## src/rtl/reg_sched_pkg.sv

```systemverilog
// reg_sched_pkg
// Shared definitions for the register hazard scheduler:
//   - operand size encodings (SZ_8 / SZ_16 / SZ_32, 3 = reserved, read as 32-bit)
//   - default register count and pending-write counter width
//   - alias_map(): folds the 8-bit high-byte registers AH/CH/DH/BH onto
//     their 32-bit parents EAX/ECX/EDX/EBX
package reg_sched_pkg;

    localparam int NUM_REGS_DEF = 8;
    localparam int CNT_W_DEF    = 2;
    localparam int REG_W        = 3;

    typedef enum logic [1:0] {
        SZ_8   = 2'd0,
        SZ_16  = 2'd1,
        SZ_32  = 2'd2,
        SZ_RSV = 2'd3
    } size_e;

    // In 8-bit mode, register numbers 4..7 encode AH/CH/DH/BH. These are
    // bits [15:8] of registers 0..3, so they share those registers' counters.
    function automatic logic [REG_W-1:0] alias_map(input logic [REG_W-1:0] r,
                                                   input logic [1:0]       sz);
        return (sz == SZ_8 && r[2]) ? {1'b0, r[1:0]} : r;
    endfunction

endpackage

```

## src/rtl/reg_busy_counter.sv

```systemverilog
// reg_busy_counter
// One pending-write counter for a physical register. The counter saturates
// at both ends and never wraps.
// Ports:
//   clk, reset      clock, asynchronous active-low reset
//   clear           synchronous clear to 0; overrides inc/dec
//   inc             one more write in flight
//   dec             one write retired
//   cnt             current count
//   busy            cnt != 0
//   underflow       combinational: dec arrives while cnt == 0 (and no clear)
module reg_busy_counter #(
    parameter int CNT_W = 2
) (
    input  logic             clk,
    input  logic             reset,
    input  logic             clear,
    input  logic             inc,
    input  logic             dec,
    output logic [CNT_W-1:0] cnt,
    output logic             busy,
    output logic             underflow
);

    localparam logic [CNT_W-1:0] CNT_MAX = '1;

    always_ff @(posedge clk or negedge reset) begin
        if (!reset) begin
            cnt <= '0;
        end else if (clear) begin
            cnt <= '0;
        end else if (inc && !dec && cnt != CNT_MAX) begin
            cnt <= cnt + 1'b1;
        end else if (dec && !inc && cnt != '0) begin
            cnt <= cnt - 1'b1;
        end
    end

    assign busy      = (cnt != '0);
    // A retire against an empty counter means decode and writeback disagree.
    // This is reported even if an issue to the same register lands in the
    // same cycle.
    assign underflow = dec && !clear && (cnt == '0);

endmodule

```

## src/rtl/register_hazard_scheduler.sv

```systemverilog
// register_hazard_scheduler
// Scoreboard issue controller for the register-access stage. A saturating
// pending-write counter per GPR tracks in-flight writes. Issue stalls while
// any used source has pending writes, or while the destination counter is
// saturated.
// Optional feature macro: REG_SCHED_BYPASS_EN. When defined, a source whose
// only pending write retires in the same cycle is taken from the writeback
// bus (fwd_srcN=1) and does not stall. When undefined, fwd_src* are tied to 0.
// Ports:
//   clk, reset                  clock, asynchronous active-low reset
//   dec_valid / dec_ready       decode handshake; issue = dec_valid & dec_ready
//   srcN_valid/reg/size         source operands (src2 = SIB index)
//   dst_valid/reg/size          destination operand
//   wb_enable/reg/size          writeback retiring one GPR write
//   flush                       clears all pending state; blocks issue
//   stall                       instruction held this cycle
//   busy_mask                   per-register counter != 0
//   fwd_src0/1/2                source taken from same-cycle writeback
//   err_underflow               sticky: writeback to a register with no pending write
module register_hazard_scheduler
    import reg_sched_pkg::*;
#(
    parameter int NUM_REGS = NUM_REGS_DEF,
    parameter int CNT_W    = CNT_W_DEF
) (
    input  logic                clk,
    input  logic                reset,
    input  logic                dec_valid,
    output logic                dec_ready,
    input  logic                src0_valid,
    input  logic [REG_W-1:0]    src0_reg,
    input  logic [1:0]          src0_size,
    input  logic                src1_valid,
    input  logic [REG_W-1:0]    src1_reg,
    input  logic [1:0]          src1_size,
    input  logic                src2_valid,
    input  logic [REG_W-1:0]    src2_reg,
    input  logic [1:0]          src2_size,
    input  logic                dst_valid,
    input  logic [REG_W-1:0]    dst_reg,
    input  logic [1:0]          dst_size,
    input  logic                wb_enable,
    input  logic [REG_W-1:0]    wb_reg,
    input  logic [1:0]          wb_size,
    input  logic                flush,
    output logic                stall,
    output logic [NUM_REGS-1:0] busy_mask,
    output logic                fwd_src0,
    output logic                fwd_src1,
    output logic                fwd_src2,
    output logic                err_underflow
);

    localparam logic [CNT_W-1:0] CNT_MAX = '1;

    logic [NUM_REGS-1:0][CNT_W-1:0] cnt;
    logic [NUM_REGS-1:0]            inc, dec, uflow;

    logic [2:0]            src_vld;
    logic [2:0][REG_W-1:0] src_phys;
    logic [REG_W-1:0]      dst_phys, wb_phys;
    logic [2:0]            src_haz, fwd;
    logic                  dst_haz, issue;

    // Alias mapping for all operands.
    assign src_vld     = {src2_valid, src1_valid, src0_valid};
    assign src_phys[0] = alias_map(src0_reg, src0_size);
    assign src_phys[1] = alias_map(src1_reg, src1_size);
    assign src_phys[2] = alias_map(src2_reg, src2_size);
    assign dst_phys    = alias_map(dst_reg, dst_size);
    assign wb_phys     = alias_map(wb_reg, wb_size);

    // Source hazards, with optional same-cycle writeback bypass.
    always_comb begin
        src_haz = '0;
        fwd     = '0;
        for (int s = 0; s < 3; s++) begin
            src_haz[s] = src_vld[s] && (cnt[src_phys[s]] != '0);
`ifdef REG_SCHED_BYPASS_EN
            // Bypass is safe only if the retiring write is the last pending
            // write. With more writes still in flight, the value is not final.
            fwd[s] = src_vld[s] && wb_enable && (wb_phys == src_phys[s])
                     && (cnt[src_phys[s]] == CNT_W'(1));
            if (fwd[s]) src_haz[s] = 1'b0;
`endif
        end
    end

    assign dst_haz   = dst_valid && (cnt[dst_phys] == CNT_MAX);
    assign stall     = dec_valid && ((|src_haz) || dst_haz || flush);
    assign dec_ready = !stall;
    assign issue     = dec_valid && !stall;
    assign fwd_src0  = fwd[0];
    assign fwd_src1  = fwd[1];
    assign fwd_src2  = fwd[2];

    // Per-register increment and decrement strobes.
    always_comb begin
        inc = '0;
        dec = '0;
        for (int i = 0; i < NUM_REGS; i++) begin
            inc[i] = issue && dst_valid && (dst_phys == REG_W'(i));
            dec[i] = wb_enable && (wb_phys == REG_W'(i));
        end
    end

    genvar g;
    generate
        for (g = 0; g < NUM_REGS; g++) begin : g_cnt
            reg_busy_counter #(.CNT_W(CNT_W)) u_cnt (
                .clk       (clk),
                .reset     (reset),
                .clear     (flush),
                .inc       (inc[g]),
                .dec       (dec[g]),
                .cnt       (cnt[g]),
                .busy      (busy_mask[g]),
                .underflow (uflow[g])
            );
        end
    endgenerate

    always_ff @(posedge clk or negedge reset) begin
        if (!reset)      err_underflow <= 1'b0;
        else if (|uflow) err_underflow <= 1'b1;
    end

endmodule

```

## config.mk

```make
export PLATFORM = sky130hd
export DESIGN_NAME = register_hazard_scheduler
export DESIGN_NICKNAME = d
export VERILOG_FILES = /design/src/rtl/reg_sched_pkg.sv /design/src/rtl/reg_busy_counter.sv /design/src/rtl/register_hazard_scheduler.sv
export SDC_FILE = /design/constraint.sdc
export NUM_CORES = 1
export LEC_CHECK = 0
export BUFFER_PORTS_ARGS = -buffer_cell sky130_fd_sc_hd__buf_2
export CAP_MARGIN = 20
export CORE_ASPECT_RATIO = 0.5
export CORE_MARGIN = 1.5
export CORE_UTILIZATION = 50
export CTS_CLUSTER_DIAMETER = 150
export DETAILED_ROUTE_END_ITERATION = 6
export PLACE_DENSITY = 0.76
export SLEW_MARGIN = 30
export SYNTH_ARGS = -nofsm -noshare
export SYNTH_HDL_FRONTEND = slang
export SYNTH_HIERARCHICAL = 1
export SYNTH_SLANG_ARGS = --single-unit
```

## constraint.sdc

```tcl
create_clock -name clk -period 3.1 [get_ports clk]
set_clock_uncertainty 0.2 [all_clocks]
set_input_delay 0.155 -clock clk [delete_from_list [all_inputs] [get_ports clk]]
set_output_delay 0.155 -clock clk [all_outputs]
set_load 0.005 [all_outputs]
```

==> reports/qor.yml, run 1 <==
max-cap-violations: 0
worst_slew_pin_slew_ns: 0.612
synth_top_area_cell: "dfrtp_1"
fmax_mhz: 346
die_width_um: 88.2
antenna_left: 0
max-vdd-ir-drop_uv: 130
reg2reg_setup_slack_ns: 0.21
data_arrival_time_of_the_worst_path_ns: 2.86
worstSetupStartpointType: "flip-flop"
critPathRequiredTime_ns: 3.07
clk_pin_slew_worst_paths_ns: 0.08
place_congestion: 0.904
crit_path_leading_delay_family: "multiplexers"
tritoncts: "built"
start_util: 0.525
global_route.overflow_total: 0
final_util: 0.624
floorplan.die_area_um2: 4020
crit_cells: 8
synth_top_cell_area_share: 0.234
aggregate_global_route_resource_usage: 0.262
num_vias: 1936
slowest_delay_ns: 0.50
timing.final.crit_share: 0.932
placeableCoreArea_um2: 3450
leading_cell_type_in_the_layout_fill_and_taps_excluded: "buf_2"
grt_antenna_before_repair: 0
mappedNetlistArea_um2: 1810
worst_r2r_path_depth: 8
finalHoldViolCount: 0
syn-instance-count: 215
areaGrowthSynthToFinish_pct: 18.7
place_ws_ns: 0.241
placement_rows: 15
insertion_delay_ns: 0.26
maxSlewViolCount: 0
synthesis.area_per_instance_um2: 8.44
setup-tns-final_ns: 0
drive_gt1_frac: 0.358
ys.warnings.count: 6
mostFrequentLayoutCells: "buf_2, nor2_1, nand2b_1, dfrtp_1, nand2_1"
total_leakage_power_nw: 0.811
criticalPathCategory: "flip-flop to flip-flop"
unrepaired_setup_endpoints_after_global_routing: "no"
final.setup.worst_slack_ns: 0.209
grt_pass1_wl_um: 8010
ports_placed_on_the_boundary: 48
setup_viol_count_final: 0
drt-pass1-iter-count: 6
detail_route.iter0.violations: 167
cts.sinks: 17
r2r_end: "g_cnt[4].u_cnt/cnt[0]"
cts_inserted_buffers: 3
relSlewSlack: 0.582
dp_hpwl_um: 3900
timing.critical_path.fanout_max: 10
synth.yosys.seq_area_share: 0.234
cp_cell_sequence: "nor2_1 > mux4_2 > nor3b_1 > a311o_1 > nor3_1 > nand2b_1 > mux2_2 > o311ai_2"
place.port_buffers: 44
cts-root-buf: "clkbuf_8"
via_per_inst: 6.13
cts.htree.levels: 1
run_status: "complete, no violations"
wire_per_inst_um: 16.0
startpoint: "g_cnt[0].u_cnt/cnt[1]"
yosys_register_bits: 17
hold_path_class: "input pin to async pin"
ys_top_cells_by_area: "dfrtp_1, o311ai_2, nand2b_1"
route.final.wire_length_um: 5050
fin_crit_ns: 2.89
synth_cell_types: 42
grt_start_max_net_pins: 39
worst_setup_path_end_kind: "flip-flop"
drcViolationCount: 0
floorplan.die.height_um: 45.6
n_antenna_cell: 0
path_buf_inv: 0
cp_slowest_cell: "dfrtp_1"
post-layout-total-power_mw: 0.522
power_per_cell_area_nw_per_um2: 242
clockBufferDepth: 2
first_global_vias: 1732
worst_setup_path_endpoint: "g_cnt[4].u_cnt/cnt[0]"
worstReg2RegStart: "g_cnt[0].u_cnt/cnt[1]"
fin_nets: 300
==> stage by stage <==
| step | std cells | area [um2] | hold WS (ns) |
|---|---|---|---|
| 3_5_place_dp | 311 | 2100 | -0.0766 |
| 3_3_place_gp | 311 | 2100 | -0.0868 |
| 2_1_floorplan | 217 | 1820 | -0.341 |
| 6_report | 316 | 2150 | 0.156 |
| 5_1_grt | 316 | 2150 | 0.184 |
| 4_1_cts | 316 | 2150 | 0.169 |
==> routing by layer <==
metal  up-vias  global-route usage  part of all wire
met1       913               0.355              0.46
met5         -                   0                 0
met3        10              0.0453             0.064
met4         0              0.0594             0.012
met2       100               0.444              0.46
li1        913                   -                 -
==> cells by family (layout without fill, tap and decap cells) <==
group / Yosys count / after routing / synth area share
DFF: 17 / 17 / 0.234
other: 1 / 3 / 0.00207
and+or+nand+nor: 122 / 122 / 0.404
AOI/OAI and AO/OA: 49 / 49 / 0.234
muxes: 10 / 10 / 0.0807
buffers and inverters: 16 / 64 / 0.0441
==> worst min path at each step <==
stage                     cells after the start                    end
after floorplan                               0          err_underflow
after global placement                        1  g_cnt[7].u_cnt/cnt[0]
after detailed placement                      1  g_cnt[7].u_cnt/cnt[0]
after CTS                                     2  g_cnt[7].u_cnt/cnt[0]
after global routing                          2  g_cnt[7].u_cnt/cnt[0]
final                                         2  g_cnt[7].u_cnt/cnt[0]
==> Yosys cell counts, drive strengths merged <==
cell	instances
nor2	18
dfrtp	17
nand2b	17
nand2	14
nor3	13
nor3b	12
inv	11
a21oi	10
o21ai	10
or2	9
or3	8
a21bo	7
mux2	7
nand4b	7
o311ai	7
nand3	6
a211oi	5
buf	5
nand3b	5
nand4	5
nor4	4
mux4	3
nor4b	2
o21a	2
o41ai	2
a2111oi	1
a21o	1
a221oi	1
a311o	1
and2b	1
conb	1
o22ai	1
o31ai	1
or2b	1
==> power by group <==
group / switching (mW) / internal [mW] / total, mW
registers: 0.00218 / 0.223 / 0.225
clock network: 0.0926 / 0.0897 / 0.182
logic: 0.0662 / 0.0482 / 0.114
total: 0.161 / 0.361 / 0.522
==> repair_timing <==
item                      4_1_cts  5_1_grt
hold buffers                    1        0
hold endpoints to repair       17        0
gates resized for setup         0        0
setup buffers                   0        0
==> registers in the layout, indices dropped and copies added (netlist names) <==
register         flops
err_underflow        1
g_cnt.u_cnt/cnt     16
==> area by class of cell <==
cell class	instances	area, um2
tap	51	63.8
fill	337	1300
sequential	17	425
timing repair buffer	49	260
clock inverter	1	5.00
clock buffer	3	41.3
inverter	11	41.3
multi-input combinational	184	1320
Note: power is estimated with default switching activity, not from simulation.
==> inputs of run 2 (changes only) <==
--- a/config.mk
+++ b/config.mk
@@ -12,7 +12,7 @@
 export CORE_UTILIZATION = 50
 export CTS_CLUSTER_DIAMETER = 150
 export DETAILED_ROUTE_END_ITERATION = 6
-export PLACE_DENSITY = 0.76
+export PLACE_DENSITY_LB_ADDON = 0.15
 export SLEW_MARGIN = 30
 export SYNTH_ARGS = -nofsm -noshare
 export SYNTH_HDL_FRONTEND = slang
==> run 2 against run 1 <==
Compared with the run above:
- wire length decreased by 0.65%
- power decreased by 1.1%
- clock-buffer cell count unchanged
- largest cell class unchanged
- flip-flop and latch count unchanged
- die area unchanged
- via count increased by 0.10%
==> reports/qor.yml, run 2 (synthesized netlist as in run 1, its figures left out) <==
stdcell_area_um2: 2150
power_per_cell_area_nw_per_um2: 240
worst_setup_path_endpoint: "g_cnt[4].u_cnt/cnt[0]"
cts_inserted_buffers: 3
mostFrequentLayoutCells: "buf_2, nor2_1, nand2b_1, dfrtp_1, nand2_1"
detailed_place.area_um2: 2100
finalHoldViolCount: 0
startpoint: "g_cnt[5].u_cnt/cnt[0]"
start_util: 0.525
cellInternalPower_mw: 0.361
floorplan.die.height_um: 45.6
timing.critical_path.fanout_max: 10
r2r_end: "g_cnt[4].u_cnt/cnt[0]"
run_status: "complete, no violations"
unrepaired_setup_endpoints_after_global_routing: "no"
total_leakage_power_nw: 0.811
setup_viol_count_final: 0
route.final.wire_length_um: 5020
data_arrival_time_of_the_worst_path_ns: 2.89
fin_nets: 300
worst_slew_pin_slew_ns: 0.531
antenna_left: 0
place_congestion: 0.930
largest_register: "g_cnt.u_cnt/cnt"
first_global_vias: 1621
max-cap-violations: 0
placement_rows: 15
place_ws_ns: 0.258
aggregate_global_route_resource_usage: 0.258
clockPowerShare: 0.341
share_comb_of_total_power: 0.223
die_width_um: 88.2
detail_route.iter0.violations: 204
leading_cell_type_in_the_layout_fill_and_taps_excluded: "buf_2"
fin_crit_ns: 2.92
final.setup.worst_slack_ns: 0.177
max-vdd-ir-drop_uv: 134
dp_hpwl_um: 3950
placeableCoreArea_um2: 3450
relSlewSlack: 0.637
drive_gt1_frac: 0.358
fmax_mhz: 342
biggestRegsByFlops: "g_cnt.u_cnt/cnt (16), err_underflow (1)"
worst_hold_slack_ns: 0.140
critPathRequiredTime_ns: 3.06
cts.sinks: 17
clockBufferDepth: 2
pwr-share-seq: 0.436
clk_pin_slew_worst_paths_ns: 0.07
cts.htree.levels: 1
n_antenna_cell: 0
grt_antenna_before_repair: 0
timing.final.crit_share: 0.943
worstSetupStartpointType: "flip-flop"
sw_power_mw: 0.155
worst_r2r_path_depth: 8
worst_setup_path_end_kind: "flip-flop"
via_per_inst: 6.13
drt-pass1-iter-count: 5
num_vias: 1938
reg2reg_setup_slack_ns: 0.18
hold_path_class: "input pin to async pin"
ports_placed_on_the_boundary: 48
grt_pass1_wl_um: 7650
areaGrowthSynthToFinish_pct: 18.7
largest_register_ffs: 16
place.port_buffers: 44
worstReg2RegStart: "g_cnt[5].u_cnt/cnt[0]"
floorplan.die_area_um2: 4020
drcViolationCount: 0
cts-root-buf: "clkbuf_8"
netSwitchingFraction: 0.301
setup-tns-final_ns: 0
grt_start_max_net_pins: 39
criticalPathCategory: "flip-flop to flip-flop"
global_route.overflow_total: 0
maxSlewViolCount: 0
tritoncts: "built"
final_util: 0.624
wire_per_inst_um: 15.9
insertion_delay_ns: 0.26
[run 2: routing by layer]
layer / GRT usage / share of wire
met5: 0 / 0
met4: 0.0688 / 0.010
met3: 0.0652 / 0.10
met2: 0.388 / 0.43
met1: 0.370 / 0.46
[run 2: worst max-delay path: stages (launching register included)]
cell and delay (ns):
dfrtp_1 0.47, nor2_1 0.12, mux4_2 0.47, nor3b_1 0.22
a311o_1 0.47, nor3_1 0.15, nand2b_1 0.20, mux2_2 0.30
o311ai_2 0.22
[run 2: how the worst min path moves through the flow]
stage,start,end,slack [ns],depth (start not counted)
final,reset,g_cnt[1].u_cnt/cnt[1],0.14,2
after floorplan,reset,err_underflow,-0.34,0
after detailed placement,reset,g_cnt[1].u_cnt/cnt[1],-0.08,1
after CTS,reset,g_cnt[1].u_cnt/cnt[1],0.17,2
after global routing,reset,g_cnt[1].u_cnt/cnt[0],0.17,2
after global placement,reset,g_cnt[1].u_cnt/cnt[1],-0.08,1
[run 2: stage by stage]
step                      cells  power [mW]
after floorplan             217       0.289
after global placement      311       0.340
after detailed placement    311       0.342
after CTS                   316       0.518
after global routing        316       0.540
final                       316       0.516
[run 2: what timing repair did]
item | CTS | global route
setup buffers | 0 | 0
hold buffers | 1 | 0
hold endpoints to repair | 17 | 0
gates resized for setup | 0 | 0
[run 2: power by group through the flow]
| stage | Combinational (mW) | Clock [mW] | Sequential, mW |
|---|---|---|---|
| after floorplan | 0.0605 | 0 | 0.229 |
| after global placement | 0.111 | 0 | 0.229 |
| after detailed placement | 0.113 | 0 | 0.229 |
| after CTS | 0.114 | 0.179 | 0.225 |
| after global routing | 0.126 | 0.189 | 0.225 |
| final | 0.115 | 0.176 | 0.225 |
[run 2: final cells by class]
class | count | area (um2)
Multi-Input combinational cell | 184 | 1320
Clock inverter | 1 | 5.00
Fill cell | 312 | 1300
Inverter | 11 | 41.3
Tap cell | 51 | 63.8
Clock buffer | 3 | 41.3
Sequential cell | 17 | 425
Timing Repair Buffer | 49 | 260
==> inputs of run 3 (changes only) <==
--- a/config.mk
+++ b/config.mk
@@ -5,6 +5,7 @@
 export SDC_FILE = /design/constraint.sdc
 export NUM_CORES = 1
 export LEC_CHECK = 0
+export ABC_AREA = 1
 export BUFFER_PORTS_ARGS = -buffer_cell sky130_fd_sc_hd__buf_2
 export CAP_MARGIN = 20
 export CORE_ASPECT_RATIO = 0.5
==> run 3 against run 2 <==
Compared with the run above:
- hold slack better by 0.030 ns
- power rose by 63%
- sequential power grew 43%
- combinational power rose to 3.0 times the previous value
==> reports/qor.yml, run 3 <==
run_status: "complete, no violations"
synth_top_area_cell: "dfrtp_1"
n_antenna_cell: 0
pwr-share-seq: 0.381
cts-root-buf: "clkbuf_8"
fmax_mhz: 407
clockBufferDepth: 2
ports_placed_on_the_boundary: 48
aggregate_global_route_resource_usage: 0.263
sw_power_mw: 0.366
crit_path_leading_delay_family: "simple AND/OR/NAND/NOR gates"
finalHoldViolCount: 0
crit_path_frequent_cell: "nand3_1"
critPathRequiredTime_ns: 3.05
relSlewSlack: 0.601
stdcell_area_um2: 2380
most_repeated_cell_in_the_gate_level_netlist_after_synthesis: "nand2_1"
worst_slew_pin_slew_ns: 0.598
share_comb_of_total_power: 0.411
cts_inserted_buffers: 3
biggestRegsByFlops: "g_cnt.u_cnt/cnt (16), err_underflow (1)"
floorplan.die.height_um: 48.5
clk_pin_slew_worst_paths_ns: 0.07
drt-pass1-iter-count: 5
criticalPathCategory: "flip-flop to flip-flop"
global_route.overflow_total: 0
power_per_cell_area_nw_per_um2: 354
tritoncts: "built"
cp_cell_sequence: "nor2_1 > nand2_1 > nand3_1 > nand3_1 > nand3_1 > nand2_1 > nor2_2 > nand3_4 > nor2_1 > inv_1 > nor2_1 > a21oi_1 > nand3_1 > nand2_1"
first_global_vias: 2058
fin_nets: 448
grt_antenna_before_repair: 0
worstSetupStartpointType: "flip-flop"
detail_route.iter0.violations: 166
worst_setup_path_end_kind: "flip-flop"
postCtsResizedCells: 0
drive_gt1_frac: 0.276
place.port_buffers: 44
synth-edff-count: 0
max-cap-violations: 0
detailed_place.area_um2: 2330
grt_pass1_wl_um: 9520
data_arrival_time_of_the_worst_path_ns: 2.41
clockPowerShare: 0.208
cts.sinks: 17
placeableCoreArea_um2: 3940
synth.yosys.seq_area_share: 0.205
areaGrowthSynthToFinish_pct: 15.0
unrepaired_setup_endpoints_after_global_routing: "no"
timing.final.crit_share: 0.793
max-vdd-ir-drop_uv: 130
cts.htree.levels: 1
drcViolationCount: 0
syn-instance-count: 367
dp_hpwl_um: 4530
cellInternalPower_mw: 0.477
num_vias: 2438
r2r_end: "g_cnt[6].u_cnt/cnt[1]"
via_per_inst: 5.22
yosys_register_bits: 17
mostFrequentLayoutCells: "nand2_1, nor2_1, buf_2"
reg2reg_setup_slack_ns: 0.64
insertion_delay_ns: 0.26
route.final.wire_length_um: 5710
leading_cell_type_in_the_layout_fill_and_taps_excluded: "nand2_1"
ys_top_cells_by_area: "dfrtp_1, nand2_1, nor2_1"
start_util: 0.526
slowest_delay_ns: 0.46
setup_viol_count_final: 0
total_leakage_power_nw: 1.27
worst_r2r_path_depth: 14
async_reset_ff_frac: 1.00
netSwitchingFraction: 0.434
maxSlewViolCount: 0
place_congestion: 0.898
timing.critical_path.fanout_max: 8
filler_cell_count: 394
largest_register_ffs: 16
fin_crit_ns: 2.46
largest_register: "g_cnt.u_cnt/cnt"
grt_start_max_net_pins: 26
cp_slowest_cell: "dfrtp_1"
synth_top_cell_area_share: 0.205
synth.cells.most_frequent: "nand2_1, nor2_1, nand3_1, inv_1, inv_2"
synth_cell_types: 23
mappedNetlistArea_um2: 2070
antenna_left: 0
worstReg2RegStart: "g_cnt[0].u_cnt/cnt[1]"
floorplan.die_area_um2: 4570
die_width_um: 94.1
worst_hold_slack_ns: 0.170
hold_path_class: "input pin to async pin"
path_buf_inv: 1
placement_rows: 16
synthesis.area_per_instance_um2: 5.65
wire_per_inst_um: 12.2
setup-tns-final_ns: 0
dominantRegCellSynth: "dfrtp_1"
ys.warnings.count: 6
==> run 3: cell types whose count changed in the layout (fill, tap and decap cells not counted), sizes merged, moves of 7 or more <==
cell / before / now
nand3: 6 / 58
nand2: 14 / 110
o21ai: 10 / 17
a21bo: 7 / 0
or3: 8 / 0
nand2b: 17 / 0
inv: 11 / 61
o311ai: 7 / 0
nor2: 18 / 61
or2: 9 / 0
nand4: 5 / 16
nand4b: 7 / 0
mux2: 7 / 0
nor3b: 12 / 0
==> run 3: cells by family after synthesis <==
| kind of cell | count (synthesis) | synth area share |
|---|---|---|
| AO/OA/AOI/OAI | 28 | 0.0724 |
| AND/OR/NAND/NOR | 255 | 0.589 |
| flip-flops | 17 | 0.205 |
| other | 1 | 0.00181 |
| buffers and inverters | 66 | 0.132 |
==> run 3: what timing repair did <==
| item | in CTS | in global routing |
|---|---|---|
| hold endpoints to repair | 17 | 0 |
| setup buffers | 0 | 0 |
| hold buffers | 1 | 0 |
==> run 3: final cells by class <==
class                           count  area [um2]  area share
Timing Repair Buffer               45         230      0.0965
Multi-Input combinational cell    286        1380       0.580
Sequential cell                    17         425       0.178
Clock buffer                        4        45.0      0.0189
Inverter                           61         234      0.0981
Tap cell                           54        67.6      0.0283
==> run 3: worst max-delay path by stage <==
stage / start / slack [ns] / endpoint / cells after the start
after CTS: g_cnt[3].u_cnt/cnt[1] / 0.69 / g_cnt[6].u_cnt/cnt[1] / 14
after global placement: g_cnt[2].u_cnt/cnt[1] / 0.75 / g_cnt[7].u_cnt/cnt[1] / 14
after global routing: g_cnt[1].u_cnt/cnt[1] / 0.40 / g_cnt[6].u_cnt/cnt[1] / 14
final: g_cnt[0].u_cnt/cnt[1] / 0.64 / g_cnt[6].u_cnt/cnt[1] / 14
after detailed placement: g_cnt[3].u_cnt/cnt[1] / 0.72 / g_cnt[6].u_cnt/cnt[1] / 14
after floorplan: g_cnt[3].u_cnt/cnt[1] / 1.12 / g_cnt[4].u_cnt/cnt[1] / 14
==> run 3: routing by layer <==
layer / GRT usage / vias to the layer above / share of wire
met3: 0.0723 / 4 / 0.085
met1: 0.393 / 1083 / 0.49
li1: - / 1269 / -
met5: 0 / - / 0
met4: 0.0299 / 0 / 0.0018
met2: 0.389 / 82 / 0.42
==> run 3: metrics by stage <==
step	setup WS [ns]	std cells	total power, mW	util
after global routing	0.403	467	0.919	0.605
final	0.642	467	0.843	0.605
after detailed placement	0.717	462	0.667	0.591
after global placement	0.746	462	0.658	0.591
after CTS	0.692	467	0.849	0.605
after floorplan	1.12	369	0.550	-
==> run 3: power groups by stage <==
stage / Sequential [mW] / Clock, mW / Combinational (mW)
after floorplan: 0.303 / 0 / 0.247
after global placement: 0.323 / 0 / 0.335
after detailed placement: 0.325 / 0 / 0.342
after CTS: 0.321 / 0.183 / 0.345
after global routing: 0.331 / 0.189 / 0.398
final: 0.322 / 0.175 / 0.347
